$ cat src/rtl/ctrl_pkg.sv
// Shared exposure-control definitions: FSM state encoding, exposure
// limits and the exposure clamp helper, also used by the setting counter.
package ctrl_pkg;

  localparam int EX_W       = 5;
  localparam int EX_MIN_DEF = 2;
  localparam int EX_MAX_DEF = 30;

  typedef enum logic [1:0] {
    IDLE   = 2'd0,
    EXPOSE = 2'd1,
    DONE   = 2'd2
  } ex_state_e;

  // Limit a requested exposure length to the legal range [lo, hi].
  function automatic logic [EX_W-1:0] ex_clamp(
    input logic [EX_W-1:0] v,
    input int              lo,
    input int              hi
  );
    if (int'(v) < lo) return EX_W'(lo);
    if (int'(v) > hi) return EX_W'(hi);
    return v;
  endfunction

endpackage

$ cat src/rtl/ctrl_tick_gen.sv
// Exposure tick prescaler: one-cycle tick every PRESCALE clocks.
// Instantiated only when EX_TIMER_PRESCALE_EN is defined.
module ctrl_tick_gen #(
  parameter int PRESCALE = 4
) (
  input  logic clk,
  input  logic reset,
  input  logic clear,
  output logic tick
);

  localparam int CW = (PRESCALE > 1) ? $clog2(PRESCALE) : 1;
  localparam logic [CW-1:0] LAST = CW'(PRESCALE - 1);

  logic [CW-1:0] cnt_q;
  logic [CW-1:0] cnt_d;

  // Tick on the last cycle of each prescale period.
  always_comb begin
    tick = (cnt_q == LAST);
  end

  // Restart the period on clear so the first tick lands PRESCALE cycles later.
  always_comb begin
    cnt_d = cnt_q + CW'(1);
    if (clear || tick) cnt_d = '0;
  end

  // Prescale counter register.
  always_ff @(posedge clk or posedge reset) begin
    if (reset) cnt_q <= '0;
    else       cnt_q <= cnt_d;
  end

endmodule

$ cat src/rtl/ctrl_exposure_timer.sv
// Exposure timer: IDLE/EXPOSE/DONE FSM counting a clamped exposure down.
// Define EX_TIMER_PRESCALE_EN to derive ticks from ctrl_tick_gen.
import ctrl_pkg::*;

module ctrl_exposure_timer #(
  parameter int EX_MIN      = EX_MIN_DEF,
  parameter int EX_MAX      = EX_MAX_DEF,
  parameter int EX_PRESCALE = 4
) (
  input  logic            clk,
  input  logic            reset,
  input  logic [EX_W-1:0] ex_init,
  input  logic            ex_start,
  input  logic            ex_abort,
  output logic            ex_busy,
  output logic            ex_done,
  output logic [EX_W-1:0] ex_count
);

  if (EX_MIN < 1 || EX_MIN > EX_MAX ||
      EX_MAX > (1 << EX_W) - 1 || EX_PRESCALE < 1) begin : g_bad_cfg
    $error("ctrl_exposure_timer: illegal parameter set");
  end

  ex_state_e       state_q;
  ex_state_e       state_d;
  logic [EX_W-1:0] count_q;
  logic [EX_W-1:0] count_d;
  logic            start_ok;
  logic            tick;

  // A start is taken only from IDLE, and abort always wins.
  always_comb begin
    start_ok = (state_q == IDLE) && ex_start && !ex_abort;
  end

`ifdef EX_TIMER_PRESCALE_EN
  ctrl_tick_gen #(
    .PRESCALE (EX_PRESCALE)
  ) u_tick_gen (
    .clk   (clk),
    .reset (reset),
    .clear (start_ok),
    .tick  (tick)
  );
`else
  assign tick = 1'b1;
`endif

  // State and remaining-tick registers.
  always_ff @(posedge clk or posedge reset) begin
    if (reset) begin
      state_q <= IDLE;
      count_q <= '0;
    end else begin
      state_q <= state_d;
      count_q <= count_d;
    end
  end

  // Next state: ex_init is captured only on the start edge.
  always_comb begin
    state_d = state_q;
    count_d = count_q;
    case (state_q)
      IDLE: begin
        count_d = '0;
        if (start_ok) begin
          state_d = EXPOSE;
          count_d = ex_clamp(ex_init, EX_MIN, EX_MAX);
        end
      end
      EXPOSE: begin
        if (ex_abort) begin
          state_d = IDLE;
          count_d = '0;
        end else if (tick) begin
          if (count_q <= EX_W'(1)) begin
            state_d = DONE;
            count_d = '0;
          end else begin
            count_d = count_q - EX_W'(1);
          end
        end
      end
      DONE: begin
        state_d = IDLE;
        count_d = '0;
      end
      default: begin
        state_d = IDLE;
        count_d = '0;
      end
    endcase
  end

  // Outputs decode registered state only.
  always_comb begin
    ex_busy  = (state_q == EXPOSE);
    ex_done  = (state_q == DONE);
    ex_count = count_q;
  end

endmodule

$ cat config.mk
export PLATFORM = sky130hd
export DESIGN_NAME = ctrl_exposure_timer
export DESIGN_NICKNAME = d
export VERILOG_FILES = /design/src/rtl/ctrl_pkg.sv /design/src/rtl/ctrl_tick_gen.sv /design/src/rtl/ctrl_exposure_timer.sv
export SDC_FILE = /design/constraint.sdc
export NUM_CORES = 1
export LEC_CHECK = 0
export ABC_AREA = 1
export BUFFER_PORTS_ARGS = -buffer_cell sky130_fd_sc_hd__buf_2
export CORE_AREA = 2 2 39 41
export CTS_CLUSTER_DIAMETER = 50
export DETAILED_ROUTE_END_ITERATION = 12
export DIE_AREA = 0 0 41 43
export PLACE_DENSITY = 0.61
export SYNTH_ARGS = -nofsm -noshare
export SYNTH_HDL_FRONTEND = slang
export SYNTH_SLANG_ARGS = --single-unit
export TNS_END_PERCENT = 1
$ cat constraint.sdc
create_clock -name clk -period 2.7 [get_ports clk]
set_clock_uncertainty 0.2 [all_clocks]
set_input_delay 0.135 -clock clk [delete_from_list [all_inputs] [get_ports clk]]
set_output_delay 0.135 -clock clk [all_outputs]
set_load 0.005 [all_outputs]
==> results.cfg <==
[critical_path]
critPathRequiredTime_ns = 2.63
timing.critical_path.to_type = flop
critical_path.reg2reg.startpoint = ex_count[1]
crit_type = reg -> reg
worstSetupStartpointType = flop
worst-r2r-cell-count = 7
worst-path-max-fanout = 7
rrSetupSlack_ns = 1.27
worst_r2r_endpoint = ex_count[0]
worst_path_arrival_time_ns = 1.36

[yosys]
asyncSetResetFlopFracSynth_pct = 100
synth_top_flop_cell = dfrtp_1
yosys.cell_types.count = 16
syn_inst = 65
postSynthRegisterBits = 7
yosys.area_share.simple_pct = 45.7
post-synth-top-count-cell = nand2_1
synth_fp_nets = 76
synth_edf_count = 0
synth-xor-area-share_pct = 1.83
ys_warn_count = 0
synth_top_family_by_area = simple AND/OR/NAND/NOR gates
synthesis.area_um2 = 479
synth-adder-area-share_pct = 5.22
synth_top_area_share_pct = 36.6
synth_compound_area_share_pct = 2.09
postSynthAreaPerCell_um2 = 7.37
ys_top_cells_by_area = dfrtp_1 (37%), nand2_1 (17%), nand3_1 (7.3%), ha_1 (5.2%), inv_1 (4.7%)
ys_top_cells_by_count = nand2_1 (22), dfrtp_1 (7), nand3_1 (7)
synth_largest_area_cell = dfrtp_1
synth_seq_area_share_pct = 36.6
synthMuxAreaShare_pct = 0

[pwr]
switching_share_pct = 34.0
peakVddDrop_mv = 0.180
cellPowerDensity_nw_per_um2 = 501
comb_power_share_pct = 33.2
design_power_total_uw = 331
power_frac_seq_pct = 38.2
intPower_uw = 218
p_leak_nw = 0.376
clock_power_share_pct = 28.6
total_switching_power_uw = 112

[route]
number_of_design_rule_violations_left_after_detail_routing = 0
drt_first_pass_iters = 3
ant_nets = 0
avgRoutedWirePerCell_um = 9.51
dr.first_iter.drc_count = 5
post_drt_via_cell_ratio = 4.34
detailroute.via_count = 460
routed_wl_um = 1010

[floorplanning]
floorplan.initialDensity_pct = 34.6
die-width_um = 41
design.die.area_um2 = 1760
top_level_ports = 16
placementRows = 14
core_area_um2 = 1380
dieHeight_um = 43

[global_routing]
grt-ovfl-total = 0
via_count_of_the_first_global_routing_pass = 443
pin_count_of_the_biggest_net_entering_global_routing = 8
grt_first_pass_wirelength_um = 1840
antenna_found_initial = 0
globalRouteTotalUtil_pct = 14.8

[sta]
timing.max_slew.rel_slack_pct = 81.0
setup_viol = 0
hold_ws_ns = 0.00867
period_share_pct = 52.8
timing.fmax_mhz = 701
setup_slack_ns = 1.27
slew_viol_final = 0
fin_setup_tns_ns = 0
layout_min_cycle_time_ns = 1.43
hold_viol_final = 0
worstMarginPinSlew_ns = 0.284
rsz0062_at_grt = false

[min_path]
worstHoldPathCells = 4
endpoint_of_the_worst_hold_path = state_q[1]
worst_hold_startpoint = ex_abort
min-delay-path-class = in -> reg

[cts]
clockBufferDepth = 2
clk-insertion-delay-late_ns = 0.25
cts_made_buffers = 3
cts_tree = built
cts_root_buf = clkbuf_4
clk_transition_reported_paths_ns = 0.05
cts.sinks = 7
ctsHtreeMaxLevel = 1

[placed_design]
buffer_ports.inserted = 15
dpl.hpwl_um = 775
post-place-ws_ns = 1.28
finalWeightedCongestion = 0.663

[layout]
design.final.nets = 102
fraction_of_final_layout_cells_with_drive_strength_greater_than_1_pct = 33.3
area_growth_pct = 37.9
diodes = 0

[outcome]
run_status = completed

[job]
cap_violations = 0
sequential cells by signal, summed over array words and instances (netlist names):
name	flops
ex_count	5
state_q	2
power groups by stage:
stage / sequential [mW] / combinational [mW] / clock (mW)
final: 0.126 / 0.110 / 0.0946
after global routing: 0.128 / 0.128 / 0.101
after CTS: 0.126 / 0.111 / 0.0954
after detailed placement: 0.128 / 0.104 / 0
after global placement: 0.128 / 0.104 / 0
after floorplan: 0.128 / 0.0731 / 0
layout by cell type, fill, tap and decap left out:
master | Yosys | final
a21oi_1 | 1 | 1
buf_2 | 0 | 15
clkbuf_1 | 0 | 1
clkbuf_4 | 0 | 3
dfrtp_1 | 7 | 7
dlygate4sd3_1 | 0 | 6
ha_1 | 2 | 2
inv_1 | 6 | 6
inv_2 | 5 | 5
nand2_1 | 22 | 22
nand2_4 | 1 | 1
nand3_1 | 7 | 7
nand4_1 | 2 | 2
nand4_2 | 1 | 1
nor2_1 | 4 | 4
nor2_2 | 3 | 3
nor2_4 | 1 | 1
nor2_8 | 1 | 1
o21ai_0 | 1 | 1
xor2_1 | 1 | 1
layer usage:
metal  track usage (%)  part of all wire [%]  up-vias
met5                 0                     0        -
met4              6.00                     0        0
met3              1.57                   2.5        0
met2              21.9                    50        9
met1              21.3                    47      197
li1                  -                     -      254
stage by stage:
| stage | area, um2 | util (%) | std cells |
|---|---|---|---|
| 6_report | 661 | 47.7 | 106 |
| 5_1_grt | 661 | 47.7 | 106 |
| 4_1_cts | 661 | 47.7 | 106 |
| 3_5_place_dp | 574 | 41.5 | 96 |
| 3_3_place_gp | 574 | 41.5 | 96 |
| 2_1_floorplan | 479 | - | 65 |
repair_timing:
action,in CTS,in global routing
setup endpoints to repair,0,0
hold endpoints to repair,12,0
hold buffers,6,0
buffers inserted,0,0
resized for setup,0,0
worst max path at each step:
stage / slack [ns] / end / from
3_5_place_dp: 1.28 / state_q[0] / ex_count[1]
5_1_grt: 1.16 / state_q[0] / ex_count[1]
6_report: 1.27 / ex_count[0] / ex_count[1]
2_1_floorplan: 1.33 / state_q[0] / ex_count[1]
3_3_place_gp: 1.29 / state_q[0] / ex_count[1]
4_1_cts: 1.27 / state_q[0] / ex_count[1]
critical path, cell delays in order (launching register included):
cell,delay [ns]
dfrtp_1,0.39
inv_1,0.10
ha_1,0.14
nand2_1,0.06
nor2_2,0.21
nor2_8,0.06
nand3_1,0.09
nand2_1,0.06
cell families (layout without fill, tap and decap cells):
group	Yosys count	in the layout
AND/OR/NAND/NOR	42	42
buffers and inverters	11	36
flip-flops	7	7
adder cells (fa/ha/maj)	2	2
AO/OA/AOI/OAI	2	2
XOR/XNOR	1	1
cell type report:
type | instances | area (um2)
Fill cell | 157 | 723
Multi-Input combinational cell | 47 | 263
Sequential cell | 7 | 175
Timing Repair Buffer | 21 | 135
Inverter | 11 | 41.3
Clock buffer | 4 | 26.3
Tap cell | 16 | 20.0
No activity file was read; power rests on OpenSTA's default activity.
